--- src/rtl/voice_pkg.sv ---
// Shared types for the voice allocator: per-voice state, control FSM states,
// default widths, and a helper that ranks voice states for steal selection.
// Imported by note_period_rom and voice_allocator.
package voice_pkg;

  typedef enum logic [1:0] {
    V_IDLE = 2'd0,
    V_HELD = 2'd1,
    V_REL  = 2'd2
  } vstate_t;

  typedef enum logic [1:0] {
    S_IDLE  = 2'd0,
    S_LOOK  = 2'd1,
    S_ISSUE = 2'd2
  } ctrl_t;

  localparam int NOTE_W_DEF = 7;
  localparam int PER_W_DEF  = 32;

  // Steal preference class: releasing voices are cheaper to steal than held ones.
  function automatic logic [1:0] steal_class(input vstate_t s);
    case (s)
      V_REL:   return 2'd2;
      V_HELD:  return 2'd1;
      default: return 2'd0;
    endcase
  endfunction

  // Periods of MIDI notes 0..11 in 50 MHz clock cycles; higher octaves halve.
  // Note 9 (A, 13.75 Hz) shifted right by 5 gives A4 = 440 Hz = 113636 cycles.
  function automatic logic [23:0] base_period(input logic [3:0] semi);
    case (semi)
      4'd0:    return 24'd6115610;
      4'd1:    return 24'd5772368;
      4'd2:    return 24'd5448389;
      4'd3:    return 24'd5142595;
      4'd4:    return 24'd4853963;
      4'd5:    return 24'd4581531;
      4'd6:    return 24'd4324389;
      4'd7:    return 24'd4081680;
      4'd8:    return 24'd3852593;
      4'd9:    return 24'd3636364;
      4'd10:   return 24'd3432270;
      default: return 24'd3239632;
    endcase
  endfunction

endpackage

--- src/rtl/note_period_rom.sv ---
// Note number -> oscillator period (clk_fast cycles per waveform period).
// Latency: 1 cycle, registered output. No backpressure; reads every cycle.
// Ports: clk, rst (sync, active-high), addr (note number), data_q (period).
module note_period_rom
  import voice_pkg::*;
#(
  parameter int NOTE_W = NOTE_W_DEF,
  parameter int PER_W  = PER_W_DEF
) (
  input  logic              clk,
  input  logic              rst,
  input  logic [NOTE_W-1:0] addr,
  output logic [PER_W-1:0]  data_q
);

  logic [PER_W-1:0] data_d;
  int               n;
  logic [3:0]       semi;
  logic [3:0]       oct;

  // 128-entry table built as a 12-entry octave-0 table plus a per-octave shift.
  always_comb begin
    n      = int'(addr);
    semi   = 4'(n % 12);
    oct    = 4'(n / 12);
    data_d = PER_W'(base_period(semi) >> oct);
  end

  always_ff @(posedge clk) begin
    if (rst) data_q <= '0;
    else     data_q <= data_d;
  end

endmodule

--- src/rtl/voice_allocator.sv ---
// Assigns note-on/off events to NV notebank voices, drives per-voice pulses and periods.
// Latency: event accepted at T, pulse/period/busy visible at T+2; 1 event per 3 cycles.
// Backpressure: ev_ready low during reset and for the two cycles after each accept.
// Ports: clk, rst (sync, active-high); ev_valid/ev_ready/ev_on/ev_note event input;
//   voice_done per-voice release-complete; note_on/note_off pulses; period_flat
//   (voice i at [i*PER_W +: PER_W]); voice_busy; drop_cnt (saturating dropped note-ons).
// Build option: define VOICE_STEAL_EN to steal the oldest voice when all are busy
//   instead of dropping the note-on.
module voice_allocator
  import voice_pkg::*;
#(
  parameter int NV     = 4,
  parameter int NOTE_W = NOTE_W_DEF,
  parameter int PER_W  = PER_W_DEF
) (
  input  logic                clk,
  input  logic                rst,
  input  logic                ev_valid,
  output logic                ev_ready,
  input  logic                ev_on,
  input  logic [NOTE_W-1:0]   ev_note,
  input  logic [NV-1:0]       voice_done,
  output logic [NV-1:0]       note_on,
  output logic [NV-1:0]       note_off,
  output logic [NV*PER_W-1:0] period_flat,
  output logic [NV-1:0]       voice_busy,
  output logic [7:0]          drop_cnt
);

  localparam int AW = $clog2(NV);

  ctrl_t             ctrl_q, ctrl_d;
  logic              ev_on_q, ev_on_d;
  logic [NOTE_W-1:0] ev_note_q, ev_note_d;
  vstate_t           vstate_q [NV];
  vstate_t           vstate_d [NV];
  logic [NOTE_W-1:0] vnote_q [NV];
  logic [NOTE_W-1:0] vnote_d [NV];
  logic [AW-1:0]     age_q [NV];
  logic [AW-1:0]     age_d [NV];
  logic [PER_W-1:0]  per_q [NV];
  logic [PER_W-1:0]  per_d [NV];
  logic [NV-1:0]     note_on_q, note_on_d;
  logic [NV-1:0]     note_off_q, note_off_d;
  logic [7:0]        drop_cnt_q, drop_cnt_d;

  logic              accept;
  logic [NOTE_W-1:0] rom_addr;
  logic [PER_W-1:0]  rom_dat;

  logic              hit_fnd, idle_fnd, off_fnd;
  logic [AW-1:0]     hit_idx, idle_idx, off_idx;
  logic              tgt_vld;
  logic [AW-1:0]     tgt_idx;
  int                old_age;

  assign ev_ready = (ctrl_q == S_IDLE) && !rst;
  assign accept   = ev_valid && ev_ready;

  // Address the ROM with the live note while idle so its data is ready in S_LOOK,
  // then hold the latched note so the output stays stable.
  assign rom_addr = (ctrl_q == S_IDLE) ? ev_note : ev_note_q;

  note_period_rom #(
    .NOTE_W (NOTE_W),
    .PER_W  (PER_W)
  ) u_rom (
    .clk    (clk),
    .rst    (rst),
    .addr   (rom_addr),
    .data_q (rom_dat)
  );

  // Candidate searches; descending loop so the lowest index is the final winner.
  always_comb begin
    hit_fnd  = 1'b0;
    idle_fnd = 1'b0;
    off_fnd  = 1'b0;
    hit_idx  = '0;
    idle_idx = '0;
    off_idx  = '0;
    for (int i = NV - 1; i >= 0; i--) begin
      if (vstate_q[i] != V_IDLE && vnote_q[i] == ev_note_q) begin
        hit_fnd = 1'b1;
        hit_idx = AW'(i);
      end
      if (vstate_q[i] == V_IDLE) begin
        idle_fnd = 1'b1;
        idle_idx = AW'(i);
      end
      if (vstate_q[i] == V_HELD && vnote_q[i] == ev_note_q) begin
        off_fnd = 1'b1;
        off_idx = AW'(i);
      end
    end
  end

`ifdef VOICE_STEAL_EN
  logic [AW-1:0] steal_idx;
  logic [1:0]    best_cls;
  logic [AW-1:0] best_age;

  // Best class first (REL over HELD), then highest age; ties go to the lowest index.
  always_comb begin
    steal_idx = '0;
    best_cls  = '0;
    best_age  = '0;
    for (int i = 0; i < NV; i++) begin
      if (steal_class(vstate_q[i]) > best_cls ||
          (steal_class(vstate_q[i]) == best_cls && age_q[i] > best_age)) begin
        best_cls  = steal_class(vstate_q[i]);
        best_age  = age_q[i];
        steal_idx = AW'(i);
      end
    end
  end
`endif

  always_comb begin
    ctrl_d     = ctrl_q;
    ev_on_d    = ev_on_q;
    ev_note_d  = ev_note_q;
    note_on_d  = '0;
    note_off_d = '0;
    drop_cnt_d = drop_cnt_q;
    tgt_vld    = 1'b0;
    tgt_idx    = '0;
    old_age    = 0;
    for (int i = 0; i < NV; i++) begin
      vstate_d[i] = vstate_q[i];
      vnote_d[i]  = vnote_q[i];
      age_d[i]    = age_q[i];
      per_d[i]    = per_q[i];
      if (vstate_q[i] == V_REL && voice_done[i]) vstate_d[i] = V_IDLE;
    end

    case (ctrl_q)
      S_IDLE: begin
        if (accept) begin
          ev_on_d   = ev_on;
          ev_note_d = ev_note;
          ctrl_d    = S_LOOK;
        end
      end
      S_LOOK: begin
        ctrl_d = S_ISSUE;
        if (ev_on_q) begin
          if (hit_fnd) begin
            tgt_vld = 1'b1;
            tgt_idx = hit_idx;
          end else if (idle_fnd) begin
            tgt_vld = 1'b1;
            tgt_idx = idle_idx;
          end else begin
`ifdef VOICE_STEAL_EN
            tgt_vld = 1'b1;
            tgt_idx = steal_idx;
`else
            if (drop_cnt_q != 8'hFF) drop_cnt_d = drop_cnt_q + 8'd1;
`endif
          end
        end else if (off_fnd) begin
          note_off_d[off_idx] = 1'b1;
          vstate_d[off_idx]   = V_REL;
        end
      end
      S_ISSUE: ctrl_d = S_IDLE;
      default: ctrl_d = S_IDLE;
    endcase

    // Issue is applied after the done-reclaim so it wins on the same voice.
    if (tgt_vld) begin
      // An idle voice has no meaningful rank: treat it as older than every busy
      // voice so all busy voices age by one (saturating at NV-1).
      old_age = (vstate_q[tgt_idx] == V_IDLE) ? NV : int'(age_q[tgt_idx]);
      for (int j = 0; j < NV; j++) begin
        if (AW'(j) != tgt_idx && vstate_q[j] != V_IDLE &&
            int'(age_q[j]) < old_age && age_q[j] != AW'(NV - 1)) begin
          age_d[j] = age_q[j] + AW'(1);
        end
      end
      note_on_d[tgt_idx] = 1'b1;
      vstate_d[tgt_idx]  = V_HELD;
      vnote_d[tgt_idx]   = ev_note_q;
      per_d[tgt_idx]     = rom_dat;
      age_d[tgt_idx]     = '0;
    end
  end

  always_ff @(posedge clk) begin
    if (rst) begin
      ctrl_q     <= S_IDLE;
      ev_on_q    <= 1'b0;
      ev_note_q  <= '0;
      note_on_q  <= '0;
      note_off_q <= '0;
      drop_cnt_q <= '0;
      for (int i = 0; i < NV; i++) begin
        vstate_q[i] <= V_IDLE;
        vnote_q[i]  <= '0;
        age_q[i]    <= '0;
        per_q[i]    <= '0;
      end
    end else begin
      ctrl_q     <= ctrl_d;
      ev_on_q    <= ev_on_d;
      ev_note_q  <= ev_note_d;
      note_on_q  <= note_on_d;
      note_off_q <= note_off_d;
      drop_cnt_q <= drop_cnt_d;
      for (int i = 0; i < NV; i++) begin
        vstate_q[i] <= vstate_d[i];
        vnote_q[i]  <= vnote_d[i];
        age_q[i]    <= age_d[i];
        per_q[i]    <= per_d[i];
      end
    end
  end

  assign note_on  = note_on_q;
  assign note_off = note_off_q;
  assign drop_cnt = drop_cnt_q;

  for (genvar g = 0; g < NV; g++) begin : g_out
    assign period_flat[g*PER_W +: PER_W] = per_q[g];
    assign voice_busy[g]                 = (vstate_q[g] != V_IDLE);
  end

endmodule

--- config.mk ---
export PLATFORM = sky130hd
export DESIGN_NAME = voice_allocator
export DESIGN_NICKNAME = d
export VERILOG_FILES = /design/src/rtl/voice_pkg.sv /design/src/rtl/note_period_rom.sv /design/src/rtl/voice_allocator.sv
export SDC_FILE = /design/constraint.sdc
export NUM_CORES = 1
export LEC_CHECK = 0
export CAP_MARGIN = 20
export CORE_MARGIN = 2
export CORE_UTILIZATION = 45
export CTS_BUF_LIST = sky130_fd_sc_hd__clkbuf_8
export CTS_CLUSTER_DIAMETER = 120
export DETAILED_ROUTE_END_ITERATION = 6
export PLACE_DENSITY = 0.68
export SLEW_MARGIN = 5
export SYNTH_ARGS = -nofsm -noshare
export SYNTH_HDL_FRONTEND = slang
export SYNTH_HIERARCHICAL = 1
export SYNTH_SLANG_ARGS = --single-unit
--- constraint.sdc ---
create_clock -name clk -period 9.7 [get_ports clk]
set_input_delay 2.91 -clock clk [delete_from_list [all_inputs] [get_ports clk]]
set_output_delay 2.91 -clock clk [all_outputs]
set_load 0.02 [all_outputs]
* After elaboration in Yosys (flattened, before gate mapping) *
Memories as Yosys holds them, arrays and structs flattened.
Cells that the tools add are included.

word-level totals
  flip-flop bits (word level) = 58
  latch bits = 0
  memory bits (writable) = 164
  bits in read-only memories = 368
  bits of input ports = 15
  output and inout bits = 149
  word-level logic and storage cells = 169
  memories = 4

operators by class
  $add $sub $neg = 1
  multipliers = 0
  divide/modulo/power cells = 2
  $lt $le $gt $ge = 8
  equal/unequal tests = 15
  shift-type cells = 1
  muxes and demuxes = 74
  bitwise gates (word level) = 25
  reductions and logical operators = 32

memories
  memory            words  width  read ports  clocked after memory_dff  write ports  RTL line               RTL
  (name not given)  16     23     1           0                         0            voice_pkg.sv:33        case (semi)
  per_q             4      32     4           0                         4            voice_allocator.sv:41  logic [PER_W-1:0] per_q [NV];
  vnote_q           4      7      4           0                         4            voice_allocator.sv:37  logic [NOTE_W-1:0] vnote_q [NV];
  vstate_q          4      2      4           0                         4            voice_allocator.sv:35  vstate_t vstate_q [NV];

operators by type and width
  operator                number
  $mux W32                5
  $bwmux W128             1
  $mux W128               1
  $demux W32 S2           1
  $mux W2                 27
  $mux W7                 6
  $div A8 B5 Y32 const B  1
  $mod A8 B5 Y32 const B  1
  $mux W8                 4
  $shr A24 B4 Y32         1
  $bwmux W28              1
  $eq A7 B7 Y1            4
  $mux W28                1
  $mux W1                 21
  $logic_and A1 B1 Y1     18
  $demux W7 S2            1
  $or A1 B1 Y1            12
  $eq A2 B1 Y1 const B    5
  $logic_not A2 Y1        5
  $add A8 B1 Y8 const B   1
  $and A4 B4 Y4           2
  $demux W2 S2            2
  $eq A2 B2 Y1 const B    4
  $ne A8 B8 Y1 const B    1
  17 further kinds        32

* Depth between registers and ports, before layout *
An unclocked memory read counts as a cell.

  depth after elaboration = 20
  gate-level depth with buffers = 15

* By module *
Netlist, hierarchy kept.

by module, submodules not included
  module           times used  cells an instance  area each (sq um)  sequential area each (sq um)
  voice_allocator  1           781                8145.3             3803.6
  note_period_rom  1           373                2677.6             460.4

* Worst setup path after synthesis *
No wires, ideal clock.

  kind = input to output
  from = in rst
  to = out ev_ready
  arrival = 3.566 ns
  required time = 6.790 ns
  setup slack = 3.224 ns
  stages = 2
  path buffers = 1
  cell sequence = clkbuf_1 -> nor3_1

between the ends
  longest elaborated chain between the ends = 2

ends and longest elaborated chain
  element              RTL line               RTL
  start, declared      voice_allocator.sv:17  input logic rst,
  $logic_not A1 Y1     voice_allocator.sv:57  assign ev_ready = (ctrl_q == S_IDLE) && !rst;
  $logic_and A1 B1 Y1  voice_allocator.sv:57
  end, declared        voice_allocator.sv:19  output logic ev_ready,

No other way between the ends.

* Worst setup path in the final report *
Ends and elaborated chain as after synthesis.

==> qor.yml <==
run_status:
  status: "complete, no violations"
worst_hold_path:
  hold_start: "per_q[0][22]"
  min_to: "per_q[0][22]"
  hold_path_depth: 2
  hold_path_class: "reg2reg"
place:
  hpwl_microns: 19800
  port_buffers: 163
  dp_slack_ns: 2.48
  dp.cells: 1551
  placed_area_sq_um: 12300
  place.gp.congestion: 0.927
logic_synthesis:
  synth_edf_count: 0
  synth_area_sq_um: 10800
  synth_area_per_cell_sq_um: 9.38
  synth_seq_cells: 213
  netlist-cell-type-count: 97
  synth_area_leaders: "dfxtp_1, mux2i_1, nand2b_1, nor2_1, buf_6"
  yosysTopAreaCell: "dfxtp_1"
  synthArstFlopShare: 0
  synth_top_cell_area_share: 0.394
  synth_cells: 1154
  ys_warn_count: 6
  synth_top_flop_cell: "dfxtp_1"
  seq_area_frac_synth: 0.394
setup_path:
  worst-setup-path-type: "in2out"
  rrSetupSlack_ns: 5.16
  arrival_ns: 4.34
  critical-path-max-stage-delay_ns: 0.60
  worstPathRequired_ns: 6.79
  cp_cell_sequence: "buf_6, nor3_1, clkdlybuf4s50_1"
  crit_buf_inv: 2
  startpoint_type: "input pin"
  critPathMaxFanout: 153
  rr_startpoint: "ctrl_q[1]"
  reg2reg_depth: 11
  end_kind: "output pin"
  r2r-end: "u_rom/data_q[7]"
  critical-path-top-delay-family: "buffers and inverters"
  slowest_stage: "buf_6"
cells_and_area:
  seqCellArea_sq_um: 4260
  final_nets: 1293
  antenna_cells: 0
  area_delta_synth_final_pct: 20.3
  nFillCells: 2149
  drive_gt1_frac: 0.0902
  stdcell_count: 1616
  final_area_sq_um: 13000
  postLayoutCoreUtil: 0.553
  multiInputGateArea_sq_um: 5870
power:
  switching_share: 0.312
  vdd.ir_drop.worst_v: 0.000116
  p_leak_nw: 5.17
  pwr-share-comb: 0.188
  p_int_mw: 1.48
  power_density_nw_per_um2: 165
  power.total_mw: 2.15
  switchingPower_uw: 672
  seq_power_share: 0.441
  pwr-share-clk: 0.371
routing:
  drtIter0Drc: 754
  route.detailed.drc: 0
  final_antenna_net_count: 0
  wirelength_microns: 28800
  viasPerCell: 5.44
  detail_route.first_pass.iterations: 5
  vias: 8783
  wl_per_cell_microns: 17.8
global_routing:
  gr-total-overflow: 0
  first_global_vias: 8141
  grt_max_degree: 154
  antenna_found_initial: 0
  grt_first_pass_wirelength_microns: 46100
  grtUsageTotal: 0.224
timing:
  timing.hold.ws_ns: 0.469
  max_slew_margin: 0.312
  hold_violations: 0
  period_share: 0.748
  fin_worst_skew_ns: 0.0275
  layout_min_cycle_time_ns: 7.25
  rsz0062_at_grt: "false"
  setup_violations: 0
  setup_tns_ns: 0
  tightest_slew_ns: 1.03
  setup_ws_ns: 2.45
  slew_viol_final: 0
  max_freq_mhz: 138
floorplan:
  die_y_microns: 159
  die_x_microns: 159
  die_area_sq_um: 25300
  rows: 56
  coreArea_sq_um: 23500
  start_util: 0.460
  io_pins: 164
clock_tree:
  clock_path_buffers: 3
  clkLatencyLatePin_ns: 0.54
  clock-root-buffer: "clkbuf_8"
  ctsHtreeMaxLevel: 2
  clock-sinks: 213
  cts_resized: 0
  cts_buffers: 37
  hold_buffers: 0
  cts_tree: "built"
  path_clk_slew_ns: 0.06
  cts_setup_buffers: 0
run:
  maxCapViolCount: 0
==> placed cells by master (no fill, tap or decap), types with 11 or more instances in the layout <==
cell             instances
xnor2_1                 15
clkdlybuf4s50_1        162
o21ai_0                 37
dfxtp_1                213
o211ai_1                11
nor2_1                 130
nand2b_1               126
nor3_1                  16
nand2_1                 51
a21oi_1                 41
clkbuf_8                47
xor2_1                  12
inv_1                   33
mux2i_1                163
nand3_1                 27
==> power groups by stage <==
| stage | Combinational, mW | Sequential [mW] | Clock (mW) |
|---|---|---|---|
| global route | 0.441 | 0.952 | 0.859 |
| global placement | 0.395 | 0.967 | 0 |
| CTS | 0.395 | 0.947 | 0.823 |
| detailed placement | 0.394 | 0.967 | 0 |
| finish | 0.405 | 0.949 | 0.799 |
| floorplan | 0.325 | 0.938 | 0 |
==> synthesized netlist by cell type (5+ instances only) <==
master and instances:
dfxtp_1 213, mux2i_1 163, nor2_1 130, nand2b_1 126, nand2_1 51, clkbuf_1 43
a21oi_1 41, o21ai_0 37, nand3_1 27, buf_6 23, inv_1 19, buf_4 18
nor3_1 16, xnor2_1 15, xor2_1 12, buf_2 11, o211ai_1 11, o21ai_1 10
a211oi_1 9, mux2_2 9, a22oi_1 8, o221ai_1 8, ha_1 7, nor2b_1 7
o22ai_1 7, nand4_1 6, o31ai_1 6, a31oi_1 5, or4_1 5
==> sequential cells by signal (all words and copies together), names as in the netlist <==
name,cells
u_rom/data_q,23
vstate_q,8
ev_note_q,7
note_off,4
ev_on_q,1
note_on,4
drop_cnt,8
vnote_q,28
per_q,128
ctrl_q,2
==> worst register-to-register path, cell delays in order (launching register included) <==
cell and delay (ns):
dfxtp_1 0.35, nor2_1 0.43, mux2_2 0.54, ha_1 0.39, or4bb_1 0.52, nand3_2 0.13
a21o_1 0.77, nor2_2 0.22, a311oi_1 0.49, mux2_2 0.29, a2bb2oi_1 0.18, o211ai_1 0.10
==> worst max path at each step <==
stage               startpoint  endpoint  slack, ns  cells past startpoint
finish                     rst  ev_ready       2.45                      3
global route               rst  ev_ready       2.31                      3
CTS                        rst  ev_ready       2.47                      3
detailed placement         rst  ev_ready       2.48                      3
global placement           rst  ev_ready       2.44                      3
floorplan                  rst  ev_ready       3.22                      2
==> routing by layer <==
layer  up-vias  track usage  wire (microns)
li1       4259            -               -
met1      4126        0.305           12900
met2       327        0.351           13000
met3        71       0.0430            1940
met4         0       0.0868             986
met5         -            0               0
==> final cells by class <==
| type | count | area share |
|---|---|---|
| Inverter | 19 | 0.00548 |
| Clock inverter | 18 | 0.00606 |
| Tap cell | 319 | 0.0307 |
| Clock buffer | 47 | 0.0497 |
| Sequential cell | 213 | 0.328 |
| Multi-Input combinational cell | 830 | 0.451 |
| Timing Repair Buffer | 170 | 0.129 |
==> kinds of logic (layout without fill, tap and decap cells) <==
| group | Yosys count | count (layout) | synth area share |
|---|---|---|---|
| buf+inv | 119 | 254 | 0.0669 |
| simple gates | 414 | 414 | 0.209 |
| flops | 213 | 213 | 0.394 |
| compound gates | 192 | 192 | 0.128 |
| other cells | 1 | 9 | 0.000346 |
| fa+ha+maj | 8 | 8 | 0.00902 |
| mux | 176 | 176 | 0.165 |
| xor+xnor | 31 | 31 | 0.0279 |
No activity file was read; power rests on OpenSTA's default activity.
